===== src/rtl/turing_machine_nsym.sv =====
// Multi-symbol Turing machine core with host-loaded rule table and tape,
// step limit, single-step mode, abort and halt-reason reporting.
//   state   | meaning
//   S_IDLE  | waiting for start, host may write rules/tape
//   S_FETCH | read tape under head, latch rule entry
//   S_EXEC  | write symbol, move head, update state and step count
//   S_PAUSE | single-step hold, waiting for step pulse
//   S_DONE  | run finished, halt_reason valid, host may write
module turing_machine_nsym #(
    parameter int SYM_W    = 2,
    parameter int ST_W     = 3,
    parameter int TAPE_LEN = 32,
    parameter int STEP_W   = 16,
    localparam int HW      = $clog2(TAPE_LEN),
    localparam int RA_W    = ST_W + SYM_W,
    localparam int RD_W    = SYM_W + 2 + ST_W
) (
    input  logic              clock,
    input  logic              reset,
    input  logic              rule_we,
    input  logic [RA_W-1:0]   rule_addr,
    input  logic [RD_W-1:0]   rule_data,
    input  logic              tape_we,
    input  logic [HW-1:0]     tape_addr,
    input  logic [SYM_W-1:0]  tape_wdata,
    output logic [SYM_W-1:0]  tape_rdata,
    input  logic              start,
    input  logic [HW-1:0]     head_init,
    input  logic [ST_W-1:0]   start_state,
    input  logic [STEP_W-1:0] max_steps,
    input  logic              step_mode,
    input  logic              step,
    input  logic              abort,
    output logic              busy,
    output logic              done,
    output logic [1:0]        halt_reason,
    output logic [ST_W-1:0]   cur_state,
    output logic [HW-1:0]     head_pos,
    output logic [STEP_W-1:0] step_count
);

    localparam int NRULE = 2 ** RA_W;
    localparam logic [HW-1:0] LAST = HW'(TAPE_LEN - 1);
    localparam logic [HW:0]   LEN  = (HW + 1)'(TAPE_LEN);

    typedef enum logic [2:0] {
        S_IDLE,
        S_FETCH,
        S_EXEC,
        S_PAUSE,
        S_DONE
    } state_t;

    state_t state, state_next;
    logic [1:0] reason_next;

    logic [SYM_W-1:0]  tape  [TAPE_LEN];
    logic [RD_W-1:0]   rules [NRULE];
    logic [RD_W-1:0]   rule_q;
    logic [STEP_W-1:0] limit;

    logic [SYM_W-1:0] w_sym;
    logic [1:0]       move;
    logic [ST_W-1:0]  nxt_state;
    logic             move_left, move_right, at_edge, host_ok;

    assign w_sym      = rule_q[RD_W-1 -: SYM_W];
    assign move       = rule_q[ST_W+1:ST_W];
    assign nxt_state  = rule_q[ST_W-1:0];
    assign move_left  = (move == 2'b10);
    assign move_right = (move == 2'b01);
    assign at_edge    = (move_left && head_pos == '0) || (move_right && head_pos == LAST);
    assign host_ok    = (state == S_IDLE) || (state == S_DONE);

    assign tape_rdata = tape[tape_addr];
    assign busy       = (state == S_FETCH) || (state == S_EXEC) || (state == S_PAUSE);
    assign done       = (state == S_DONE);

    always_comb begin
        state_next  = state;
        reason_next = halt_reason;
        case (state)
            S_IDLE, S_DONE: begin
                if (start) begin
                    reason_next = 2'b00;
                    if (start_state == '0) begin
                        state_next  = S_DONE;
                        reason_next = 2'b01;
                    end else if ({1'b0, head_init} >= LEN) begin
                        state_next  = S_DONE;
                        reason_next = 2'b10;
                    end else begin
                        state_next = S_FETCH;
                    end
                end
            end
            S_FETCH: begin
                if (limit != '0 && step_count == limit) begin
                    state_next  = S_DONE;
                    reason_next = 2'b11;
                end else begin
                    state_next = S_EXEC;
                end
            end
            S_EXEC: begin
                if (nxt_state == '0) begin
                    state_next  = S_DONE;
                    reason_next = 2'b01;
                end else if (at_edge) begin
                    state_next  = S_DONE;
                    reason_next = 2'b10;
                end else begin
                    state_next = step_mode ? S_PAUSE : S_FETCH;
                end
            end
            S_PAUSE: begin
                if (step || !step_mode) state_next = S_FETCH;
            end
            default: state_next = S_IDLE;
        endcase
        if (abort) begin
            state_next  = S_IDLE;
            reason_next = 2'b00;
        end
    end

    always_ff @(posedge clock or posedge reset) begin
        if (reset) begin
            state       <= S_IDLE;
            halt_reason <= 2'b00;
            cur_state   <= '0;
            head_pos    <= '0;
            step_count  <= '0;
            limit       <= '0;
            rule_q      <= '0;
            for (int i = 0; i < TAPE_LEN; i++) tape[i] <= '0;
            for (int i = 0; i < NRULE; i++) rules[i] <= '0;
        end else begin
            state       <= state_next;
            halt_reason <= reason_next;
            // Host writes land on the start edge too, so FETCH sees them.
            if (host_ok) begin
                if (rule_we) rules[rule_addr] <= rule_data;
                if (tape_we && {1'b0, tape_addr} < LEN) tape[tape_addr] <= tape_wdata;
                if (start && !abort) begin
                    cur_state  <= start_state;
                    head_pos   <= head_init;
                    step_count <= '0;
                    limit      <= max_steps;
                end
            end
            if (state == S_FETCH && !abort) rule_q <= rules[{cur_state, tape[head_pos]}];
            if (state == S_EXEC && !abort) begin
                tape[head_pos] <= w_sym;
                cur_state      <= nxt_state;
                if (step_count != '1) step_count <= step_count + 1'b1;
                if (!at_edge) begin
                    if (move_right)     head_pos <= head_pos + 1'b1;
                    else if (move_left) head_pos <= head_pos - 1'b1;
                end
            end
        end
    end

endmodule


===== config.mk =====
export PLATFORM = sky130hd
export DESIGN_NAME = turing_machine_nsym
export DESIGN_NICKNAME = d
export VERILOG_FILES = /design/src/rtl/turing_machine_nsym.sv
export SDC_FILE = /design/constraint.sdc
export NUM_CORES = 1
export LEC_CHECK = 0
export ABC_AREA = 0
export CAP_MARGIN = 10
export CELL_PAD_IN_SITES_DETAIL_PLACEMENT = 1
export CELL_PAD_IN_SITES_GLOBAL_PLACEMENT = 2
export CORE_MARGIN = 2
export CORE_UTILIZATION = 30
export DETAILED_ROUTE_END_ITERATION = 8
export PLACE_DENSITY = 0.73
export RECOVER_POWER = 25
export SLEW_MARGIN = 5
export SYNTH_ARGS = -nofsm -noshare
export SYNTH_HDL_FRONTEND = slang
export SYNTH_SLANG_ARGS = --single-unit

===== constraint.sdc =====
create_clock -name clock -period 26.9 [get_ports clock]
set_input_delay 4.035 -clock clock [delete_from_list [all_inputs] [get_ports clock]]
set_output_delay 4.035 -clock clock [all_outputs]
set_load 0.02 [all_outputs]

* Yosys cells after proc, flatten, opt, wreduce, memory -nomap -nowiden
Index checks and enable logic that the tools add are counted.
** Word-level totals
- Register bits after elaboration :: 340
- Bits of input ports :: 51
- Output and inout bits :: 30
- Logic and storage cells :: 178
** Operators by class
- Add/subtract/negate cells :: 3
- $lt $le $gt $ge :: 7
- Equality and inequality tests :: 13
- Muxes and demuxes :: 50
- Bitwise logic cells :: 4
- Reduce and logical (&&, ||, !) cells :: 30
** Operators by type and width (number)
- $bwmux 224 :: 1
- $mux 64 :: 3
- $bwmux 64 :: 2
- $mux 16 :: 4
- $bmux 7 s5 :: 1
- $demux 7 s5 :: 1
- $mux 3 :: 10
- $mux 5 :: 6
- $ge 6x6->1 const B :: 4
- $mux 2 :: 12
- $not 5->6 :: 4
- $mux 7 :: 3
- $bmux 2 s5 :: 2
- $demux 2 s5 :: 2
- $lt 6x1->1 const B :: 3
- $add 16x1->16 const B :: 1
- $eq 16x16->1 :: 1
- $ne 16x16->1 const B :: 1
- $reduce_bool 16->1 :: 1
- $pmux 3 s4 :: 1
- $logic_and 1x1->1 :: 9
- $logic_not 3->1 :: 3
- $reduce_and 2->1 :: 4
- $eq 3x2->1 const B :: 2
- other kinds (19) :: 26

* Longest topological paths before layout
Gate-level depths: netlist of the first run.
- Depth in word-level cells :: 10
- Mapped depth :: 14
- Mapped depth without buffers :: 10

* Least setup slack after synthesis of the first run
OpenSTA, ideal clock, no wires.
- Kind :: input-to-output
- Start point :: input tape_addr[0]
- End point :: output tape_rdata[0]
- Data arrival time :: 5939 ps
- Data required time :: 22865 ps
- Slack :: 16926 ps
- Cell stages on the path :: 5
- Buffers on the path :: 2
- Cell sequence :: clkbuf_1 buf_1 mux4_2 a22oi_1 nand4_1
** Between the ends
- Longest elaborated chain between the ends :: 4
** Ends and longest elaborated chain
- start: declaration :: line 24 : input logic [HW-1:0] tape_addr,
- $not 5->6 (not written as such) :: line 75 : assign tape_rdata = tape[tape_addr];
- $bmux 2 s5 :: line 75
- $mux 2 (not written as such) (2 in series) :: line 75
- end: declaration :: line 26 : output logic [SYM_W-1:0] tape_rdata,
Every way passes these cells. The select of a mux whose other input is x is not followed.

* Final worst setup path of the first run
- Start point :: input tape_addr[1]
- End point :: output tape_rdata[1]
Same word-level chain as after synthesis.

==> results of run 1 <==
[flip-flops by register name, indices dropped and copies added (netlist names)]
name	count
rule_q	7
halt_reason	2
step_count	16
head_pos	5
state	3
limit	16
rules	224
cur_state	3
tape	64
[synthesized netlist by cell type, types with 15 or more instances]
cell,instances
dfrtp_1,340
mux2_2,227
nand2_1,224
mux2i_1,155
nor2_1,129
clkbuf_1,77
a21oi_1,66
nand3_1,36
mux4_2,25
a31oi_1,19
a32oi_1,19
buf_2,17
nand4_1,17
o21ai_0,15
[per-layer routing]
| metal | up-vias | track usage | share of wire |
|---|---|---|---|
| met5 | - | 0 | 0 |
| met4 | 0 | 0.0503 | 0.023 |
| met3 | 81 | 0.0221 | 0.033 |
| met2 | 240 | 0.313 | 0.49 |
| met1 | 7045 | 0.241 | 0.45 |
| li1 | 5934 | - | - |
[worst min-delay path: stages (launching register included)]
cell and delay, ns:
dfrtp_1 0.35, nand2_1 0.06, nand4_1 0.06
[power by group]
| group | total, mW | switching [mW] | leakage [nW] | internal [mW] |
|---|---|---|---|---|
| Clock | 0.580 | 0.237 | 0.694 | 0.343 |
| Combinational | 0.734 | 0.439 | 4.01 | 0.295 |
| Sequential | 0.730 | 0.0964 | 4.42 | 0.634 |
[cell families (layout without fill, tap and decap cells)]
family / Yosys count / in the layout / synth area share
xor gates and xnor gates: 23 / 23 / 0.0112
muxes: 414 / 414 / 0.271
AOI/OAI and AO/OA: 195 / 195 / 0.0705
and+or+nand+nor: 522 / 522 / 0.135
buffers and inverters: 128 / 194 / 0.0336
adders and majority gates: 7 / 7 / 0.00488
DFF: 340 / 340 / 0.474
[layout make-up]
cell class / count / share of cell area
flip-flops and latches: 340 / 0.409
multi-input cells: 1161 / 0.425
clock inverters: 13 / 0.00908
clock buffers: 60 / 0.0581
repair buffers: 110 / 0.0501
well taps: 773 / 0.0465
inverters: 11 / 0.00205
[how the worst min path moves through the flow]
stage          startpoint         end  slack [ns]  cells after the start
2_1_floorplan  rules[157]  rules[157]        0.47                      1
3_3_place_gp    rule_q[6]   rule_q[6]        0.47                      2
3_5_place_dp    rule_q[6]   rule_q[6]        0.49                      2
4_1_cts         rule_q[6]   rule_q[6]        0.50                      2
5_1_grt         rules[70]   rules[70]        0.51                      1
6_report        rule_q[6]   rule_q[6]        0.50                      2
[cell usage in the layout (no fill, tap or decap), types with 17 or more instances in the layout]
cell and instances:
clkbuf_16 41, clkdlybuf4s50_1 73, a32oi_1 19, nand2_1 223, buf_4 28, a31oi_1 19
nand3_1 36, dfrtp_1 340, mux2i_1 155, nor2_1 127, a21oi_1 66, mux4_2 25
mux2_2 226, nand4_1 17
[per-stage QoR]
stage	setup WS (ns)	instances	power, mW
2_1_floorplan	13.44	1629	1.24
3_3_place_gp	15.86	2393	1.45
3_5_place_dp	15.83	2393	1.47
4_1_cts	15.83	2466	2.07
5_1_grt	16.07	2468	2.15
6_report	16.11	2468	2.04
==> results.yml, run 1 <==
run_status:
  status: "complete, but fails checks"
  violations: "max-capacitance violations, max-slew violations"
final_layout:
  utilization: 0.352
  fillCellCount: 6516
  multi_input_area_mm2: 0.00884
  diodes: 0
  nNetsFinal: 1723
  syn_to_final_growth_pct: 15.9
  layout-drive-gt1-share: 0.215
  regArea_mm2: 0.00851
  stdcell_area_mm2: 0.0208
setup_path:
  critPathTopFamily: "buffers and inverters"
  worst_path_max_delay_cell: "clkdlybuf4s50_1"
  critPathRequiredTime_ns: 22.86
  rrSetupSlack_ns: 22.65
  end_kind: "output pin"
  reg2reg_to: "rule_q[3]"
  path_depth: 5
  cp_common_cell: "clkdlybuf4s50_1"
  worst-path-buf-inv: 2
  endpoint: "tape_rdata[1]"
  worstPathCellList: "clkdlybuf4s50_1 -> mux4_2 -> a22oi_1 -> nand4_1 -> clkdlybuf4s50_1"
  path_class: "in2out"
  r2r_cells: 9
  crit_start: "tape_addr[1]"
  r2r-start: "head_pos[1]"
  cpPeakStageDelay_ns: 1.08
  critPathLaunchType: "primary input"
  crit_fanout: 19
  worstPathArrival_ns: 6.75
global_routing:
  grt_max_degree: 96
  overflow: 0
  grt_usage: 0.182
  grt_pass1_wl_mm: 88.6
  grt_pass1_vias: 14321
  antenna_found_initial: 0
cts:
  clock_path_buffers: 3
  clk-insertion-delay-late_ns: 0.59
  postCtsHoldBufs: 0
  cts.sinks: 340
  cts_resized: 0
  cts_root_buf: "clkbuf_16"
  htreeDepth: 2
  path_clk_slew_ns: 0.06
  cts_buffers: 41
  cts_setup_buffers: 0
  cts_tree: "yes"
synthesis:
  async_flop_share: 1.00
  syn_nets: 1687
  synth_edf_count: 0
  ys_seq_area_frac: 0.474
  synth_warnings: 0
  yosysTopAreaCellShare: 0.474
  synth_flop_cell: "dfrtp_1"
  yosys-top-cells-area: "dfrtp_1 (47%), mux2_2 (14%), mux2i_1 (8.6%)"
  synthDistinctLibCells: 58
  postSynthAreaPerCell_um2: 11.0
  ys_ff_latch: 340
  syn_inst: 1629
  yosysTopAreaCell: "dfrtp_1"
  synth_area_mm2: 0.0179
sta:
  hold_slack_ns: 0.497
  setup_tns_ns: 0
  period_share: 0.401
  slew_viol_final: 129
  finalSetupViolCount: 0
  clock_skew_ns: 0.0296
  worst_pin_slew_ns: 4.69
  slew_headroom: -2.15
  rsz0062_at_grt: "false"
  fmax_mhz: 92.7
  hold_viol: 0
  period_minus_slack_ns: 10.79
worst_hold_path:
  hp-class: "reg2reg"
placement:
  hpwl_mm: 36.9
  port_buffers: 80
  routabilityCongestion: 0.865
  place_area_mm2: 0.0194
floorplan:
  initial_utilization: 0.304
  io_pins: 81
  coreArea_mm2: 0.0590
  rows: 89
  die_x_um: 249
  die-area_mm2: 0.0618
  die_y_um: 249
pwr:
  power_density_mw_per_mm2: 98.3
  ir_drop_mv: 0.0629
  p_leak_nw: 9.12
route:
  wl_per_cell_um: 23.0
  ant_nets: 0
  first_iter_violations: 694
  num_vias: 13300
  drcViolationCount: 0
  drt_wl_total_mm: 56.7
  vias_per_cell: 5.39
  drtPass1Iterations: 5
run:
  drv_cap: 2
Power figures use the tool's default switching activity.
==> run 2: changes to the inputs <==
==> constraint.sdc (replaced) <==
create_clock -name clock -period 10.5 [get_ports clock]
set_input_delay 1.575 -clock clock [delete_from_list [all_inputs] [get_ports clock]]
set_output_delay 1.575 -clock clock [all_outputs]
set_load 0.02 [all_outputs]
==> results.yml, run 2 (synthesis results as in run 1) <==
route:
  first_iter_violations: 732
  wl_per_cell_um: 22.5
  drt_wl_total_mm: 55.4
  num_vias: 13122
  vias_per_cell: 5.33
  ant_nets: 0
  drcViolationCount: 0
  drtPass1Iterations: 5
setup_path:
  cpPeakStageDelay_ns: 3.02
  critPathRequiredTime_ns: 11.07
  critPathLaunchType: "primary input"
  worstPathCellList: "dlygate4sd3_1 -> clkinvlp_4 -> clkbuf_2 -> buf_4"
  worstPathArrival_ns: 6.74
  end_kind: "async pin"
  worst_path_max_delay_cell: "clkbuf_2"
  crit_fanout: 176
  path_class: "in2async"
pwr:
  seqPwrFrac: 0.373
  ir_drop_mv: 0.156
  power.share.clock: 0.266
  power_density_mw_per_mm2: 246
  pwr-share-comb: 0.361
  p_leak_nw: 9.02
  power_switching_share: 0.377
  p_sw_mw: 1.91
  power.internal_mw: 3.16
cts:
  cts_resized: 0
  htreeDepth: 2
  clk-insertion-delay-late_ns: 0.56
  cts_buffers: 40
  clock_path_buffers: 3
  cts_root_buf: "clkbuf_16"
  cts.sinks: 340
  path_clk_slew_ns: 0.06
  cts_tree: "yes"
  postCtsHoldBufs: 0
  cts_setup_buffers: 0
global_routing:
  grt_pass1_vias: 14009
  antenna_found_initial: 0
  grt_pass1_wl_mm: 87.0
  overflow: 0
  grt_max_degree: 177
  grt_usage: 0.179
sta:
  period_share: 0.588
  finalSetupViolCount: 0
  period_minus_slack_ns: 6.17
  rsz0062_at_grt: "false"
  fmax_mhz: 162
  slew_headroom: -2.14
  setup_tns_ns: 0
  hold_viol: 0
  worst_pin_slew_ns: 4.71
  slew_viol_final: 210
  clock_skew_ns: 0.0130
  worst_slack_ns: 4.33
final_layout:
  nNetsFinal: 1718
  layout-drive-gt1-share: 0.213
  regArea_mm2: 0.00851
  largestRegisters: "rules (224), tape (64)"
  syn_to_final_growth_pct: 14.8
  largest_reg_flops: 224
  final_common_cell: "dfrtp_1"
  fillCellCount: 6486
  top_register: "rules"
  multi_input_area_mm2: 0.00885
  final_cell_mix: "dfrtp_1 (340), mux2_2 (227), nand2_1 (223)"
placement:
  hpwl_mm: 36.1
  pre_cts_slack_ns: 4.28
  routabilityCongestion: 0.783
  port_buffers: 80
floorplan:
  die_y_um: 249
  coreArea_mm2: 0.0590
  rows: 89
  io_pins: 81
  die_x_um: 249
  initial_utilization: 0.304
  die-area_mm2: 0.0618
run_status:
  status: "complete, but fails checks"
  violations: "max-capacitance violations, max-slew violations"
worst_hold_path:
  hp-class: "reg2reg"
run:
  drv_cap: 2
==> run 2: cell type report <==
class	count	area share
Clock buffer	61	0.0578
Tap cell	773	0.0469
Antenna cell	1	0.000121
Sequential cell	340	0.413
Clock inverter	9	0.00285
Inverter	11	0.00219
Multi-Input combinational cell	1161	0.429
Timing Repair Buffer	106	0.0479
==> run 2: path summary, 6_finish.rpt <==
kind,from,to,slack [ns],depth (start not counted)
max,reset,rules[223],4.33,4
min,rule_q[6],rule_q[6],0.50,2
max reg2reg,head_pos[4],rule_q[3],6.20,8
min reg2reg,rule_q[6],rule_q[6],0.50,2
max in group clock,tape_addr[1],tape_rdata[1],4.56,5
min in group asynchronous,reset,tape[30],3.19,3
==> run 2: routing by layer <==
layer | up-vias | global-route usage | wire length [µm]
met5 | - | 0 | 0
met4 | 0 | 0.0435 | 1030
met3 | 71 | 0.0263 | 1840
met2 | 194 | 0.303 | 27100
met1 | 6946 | 0.239 | 25400
li1 | 5911 | - | -
==> run 2: worst max-delay path: cells and delay by family <==
family   cells  cell delay (ns)
buf+inv      4             4.73
==> run 2: per-stage QoR <==
stage / hold slack, ns / area, µm² / std cells / total power [mW] / utilization
3_5_place_dp: 0.488 / 19400 / 2390 / 3.75 / 0.328
5_1_grt: 0.505 / 20600 / 2461 / 5.36 / 0.349
2_1_floorplan: 0.471 / 17900 / 1629 / 3.18 / -
6_report: 0.497 / 20600 / 2462 / 5.07 / 0.349
4_1_cts: 0.501 / 20600 / 2460 / 5.13 / 0.349
3_3_place_gp: 0.476 / 19400 / 2390 / 3.70 / 0.328
==> run 2: power groups by stage <==
stage	clock, mW	combinational [mW]	sequential, mW
5_1_grt	1.44	1.99	1.93
3_5_place_dp	0	1.84	1.91
6_report	1.35	1.83	1.89
2_1_floorplan	0	1.38	1.80
3_3_place_gp	0	1.82	1.89
4_1_cts	1.39	1.85	1.89
==> run 3: changes to the inputs <==
--- a/config.mk
+++ b/config.mk
@@ -12,7 +12,7 @@
 export CORE_MARGIN = 2
 export CORE_UTILIZATION = 30
 export DETAILED_ROUTE_END_ITERATION = 8
-export PLACE_DENSITY = 0.73
+export PLACE_DENSITY = 0.76
 export RECOVER_POWER = 25
 export SLEW_MARGIN = 5
 export SYNTH_ARGS = -nofsm -noshare
==> constraint.sdc (replaced) <==
create_clock -name clock -period 5.11 [get_ports clock]
set_input_delay 0.7665 -clock clock [delete_from_list [all_inputs] [get_ports clock]]
set_output_delay 0.7665 -clock clock [all_outputs]
set_load 0.02 [all_outputs]
==> results.yml, run 3 (synthesis results as in run 1) <==
run:
  drv_cap: 3
route:
  wl_per_cell_um: 22.9
  vias_per_cell: 5.36
  num_vias: 13240
  ant_nets: 0
  first_iter_violations: 856
  drtPass1Iterations: 6
  drt_wl_total_mm: 56.5
  drcViolationCount: 0
cts:
  path_clk_slew_ns: 0.06
  postCtsHoldBufs: 0
  cts_buffers: 39
  cts_resized: 0
  cts_tree: "yes"
  htreeDepth: 2
  cts_root_buf: "clkbuf_16"
  clk-insertion-delay-late_ns: 0.57
  cts.sinks: 340
  cts_setup_buffers: 0
  clock_path_buffers: 3
sta:
  rsz0062_at_grt: "false"
  worst_pin_slew_ns: 2.00
  fmax_mhz: 246
  finalSetupViolCount: 0
  hold_viol: 0
  period_minus_slack_ns: 4.06
  clock_skew_ns: 0.0246
  slew_viol_final: 186
  period_share: 0.795
  slew_headroom: -0.333
floorplan:
  die_y_um: 249
  io_pins: 81
  coreArea_mm2: 0.0590
  initial_utilization: 0.304
  die_x_um: 249
  die-area_mm2: 0.0618
  rows: 89
run_status:
  violations: "max-capacitance violations, max-slew violations"
  status: "complete, but fails checks"
global_routing:
  grt_pass1_wl_mm: 88.0
  met3_usage: 0.0291
  antenna_found_initial: 0
  met1_usage: 0.244
  grt_pass1_vias: 14237
  grt_max_degree: 119
  grt_usage: 0.181
  grt_use_met2: 0.302
  overflow: 0
  busiest_layer: "met2"
pwr:
  power_density_mw_per_mm2: 511
  p_leak_nw: 9.07
  ir_drop_mv: 0.260
  p_total_mw: 10.6
setup_path:
  path_class: "reg2reg"
  worstPathArrival_ns: 4.48
  critPathLaunchType: "register"
  worst_path_max_delay_cell: "dfrtp_1"
  rrSetupSlack_ns: 1.05
  crit_fanout: 21
  end_kind: "register"
  critPathRequiredTime_ns: 5.53
  cpPeakStageDelay_ns: 1.04
  worstPathCellList: "buf_4 -> mux2i_1 -> o221ai_1 -> a22oi_1 -> nand2_2 -> mux4_2 -> a22o_1 -> a31oi_1 -> nand4_1"
final_layout:
  final_common_cell: "dfrtp_1"
  diodes: 0
  nNetsFinal: 1727
  fillCellCount: 6515
  top_register: "rules"
  syn_to_final_growth_pct: 15.4
  utilization: 0.351
  largestRegisters: "rules (224), tape (64)"
  layout-drive-gt1-share: 0.215
  largest_reg_flops: 224
  final_cell_mix: "dfrtp_1 (339), mux2_2 (227), nand2_1 (223)"
worst_hold_path:
  hp-class: "reg2reg"
placement:
  routabilityCongestion: 0.833
  port_buffers: 80
  hpwl_mm: 37.9
## run 3: report_power, final
group	leakage, nW	internal (mW)	switching [mW]
registers	4.42	3.33	0.657
logic	4.04	1.61	2.18
clock network	0.611	1.63	1.16
## run 3: per-layer routing
| layer | wire length [µm] | share of wire | vias to the layer above |
|---|---|---|---|
| li1 | - | - | 5929 |
| met1 | 25300 | 0.45 | 6936 |
| met2 | 27400 | 0.48 | 285 |
| met3 | 2430 | 0.043 | 90 |
| met4 | 1350 | 0.024 | 0 |
| met5 | 0 | 0 | - |
## run 3: final timing paths
check	from	end	depth (start not counted)
setup / recovery	head_pos[1]	rule_q[6]	9
min in group asynchronous	reset	tape[7]	2
hold / removal	rules[129]	rules[129]	1
hold reg to reg	rules[129]	rules[129]	1
max in group asynchronous	reset	rule_q[6]	3
setup reg to reg	head_pos[1]	rule_q[6]	9
## run 3: critical path: cells and delay by family (launching register included)
family | cells | cell delay (ns)
DFF | 1 | 1.04
AOI/OAI and AO/OA | 4 | 1.03
muxes | 2 | 0.87
and+or+nand+nor | 2 | 0.64
buffers and inverters | 1 | 0.31
## run 3: stage by stage
step | area, µm² | worst slack (ns) | setup TNS (ns) | hold WS (ns) | instances
floorplan | 17900 | -0.203 | -69.03 | 0.471 | 1629
global placement | 19500 | 1.06 | 0 | 0.480 | 2401
detailed placement | 19500 | 1.03 | 0 | 0.487 | 2401
CTS | 20700 | 1.02 | 0 | 0.500 | 2468
global route | 20700 | 0.788 | 0 | 0.508 | 2468
finish | 20700 | 1.05 | 0 | 0.499 | 2468
## run 3: final cells by class
class	instances	area (µm²)	area share
repair buffers	116	1080	0.0521
inverters	11	42.5	0.00206
flip-flops and latches	340	8510	0.411
well taps	773	967	0.0467
clock buffers	61	1180	0.0570
multi-input cells	1161	8850	0.427
clock inverters	6	72.6	0.00351
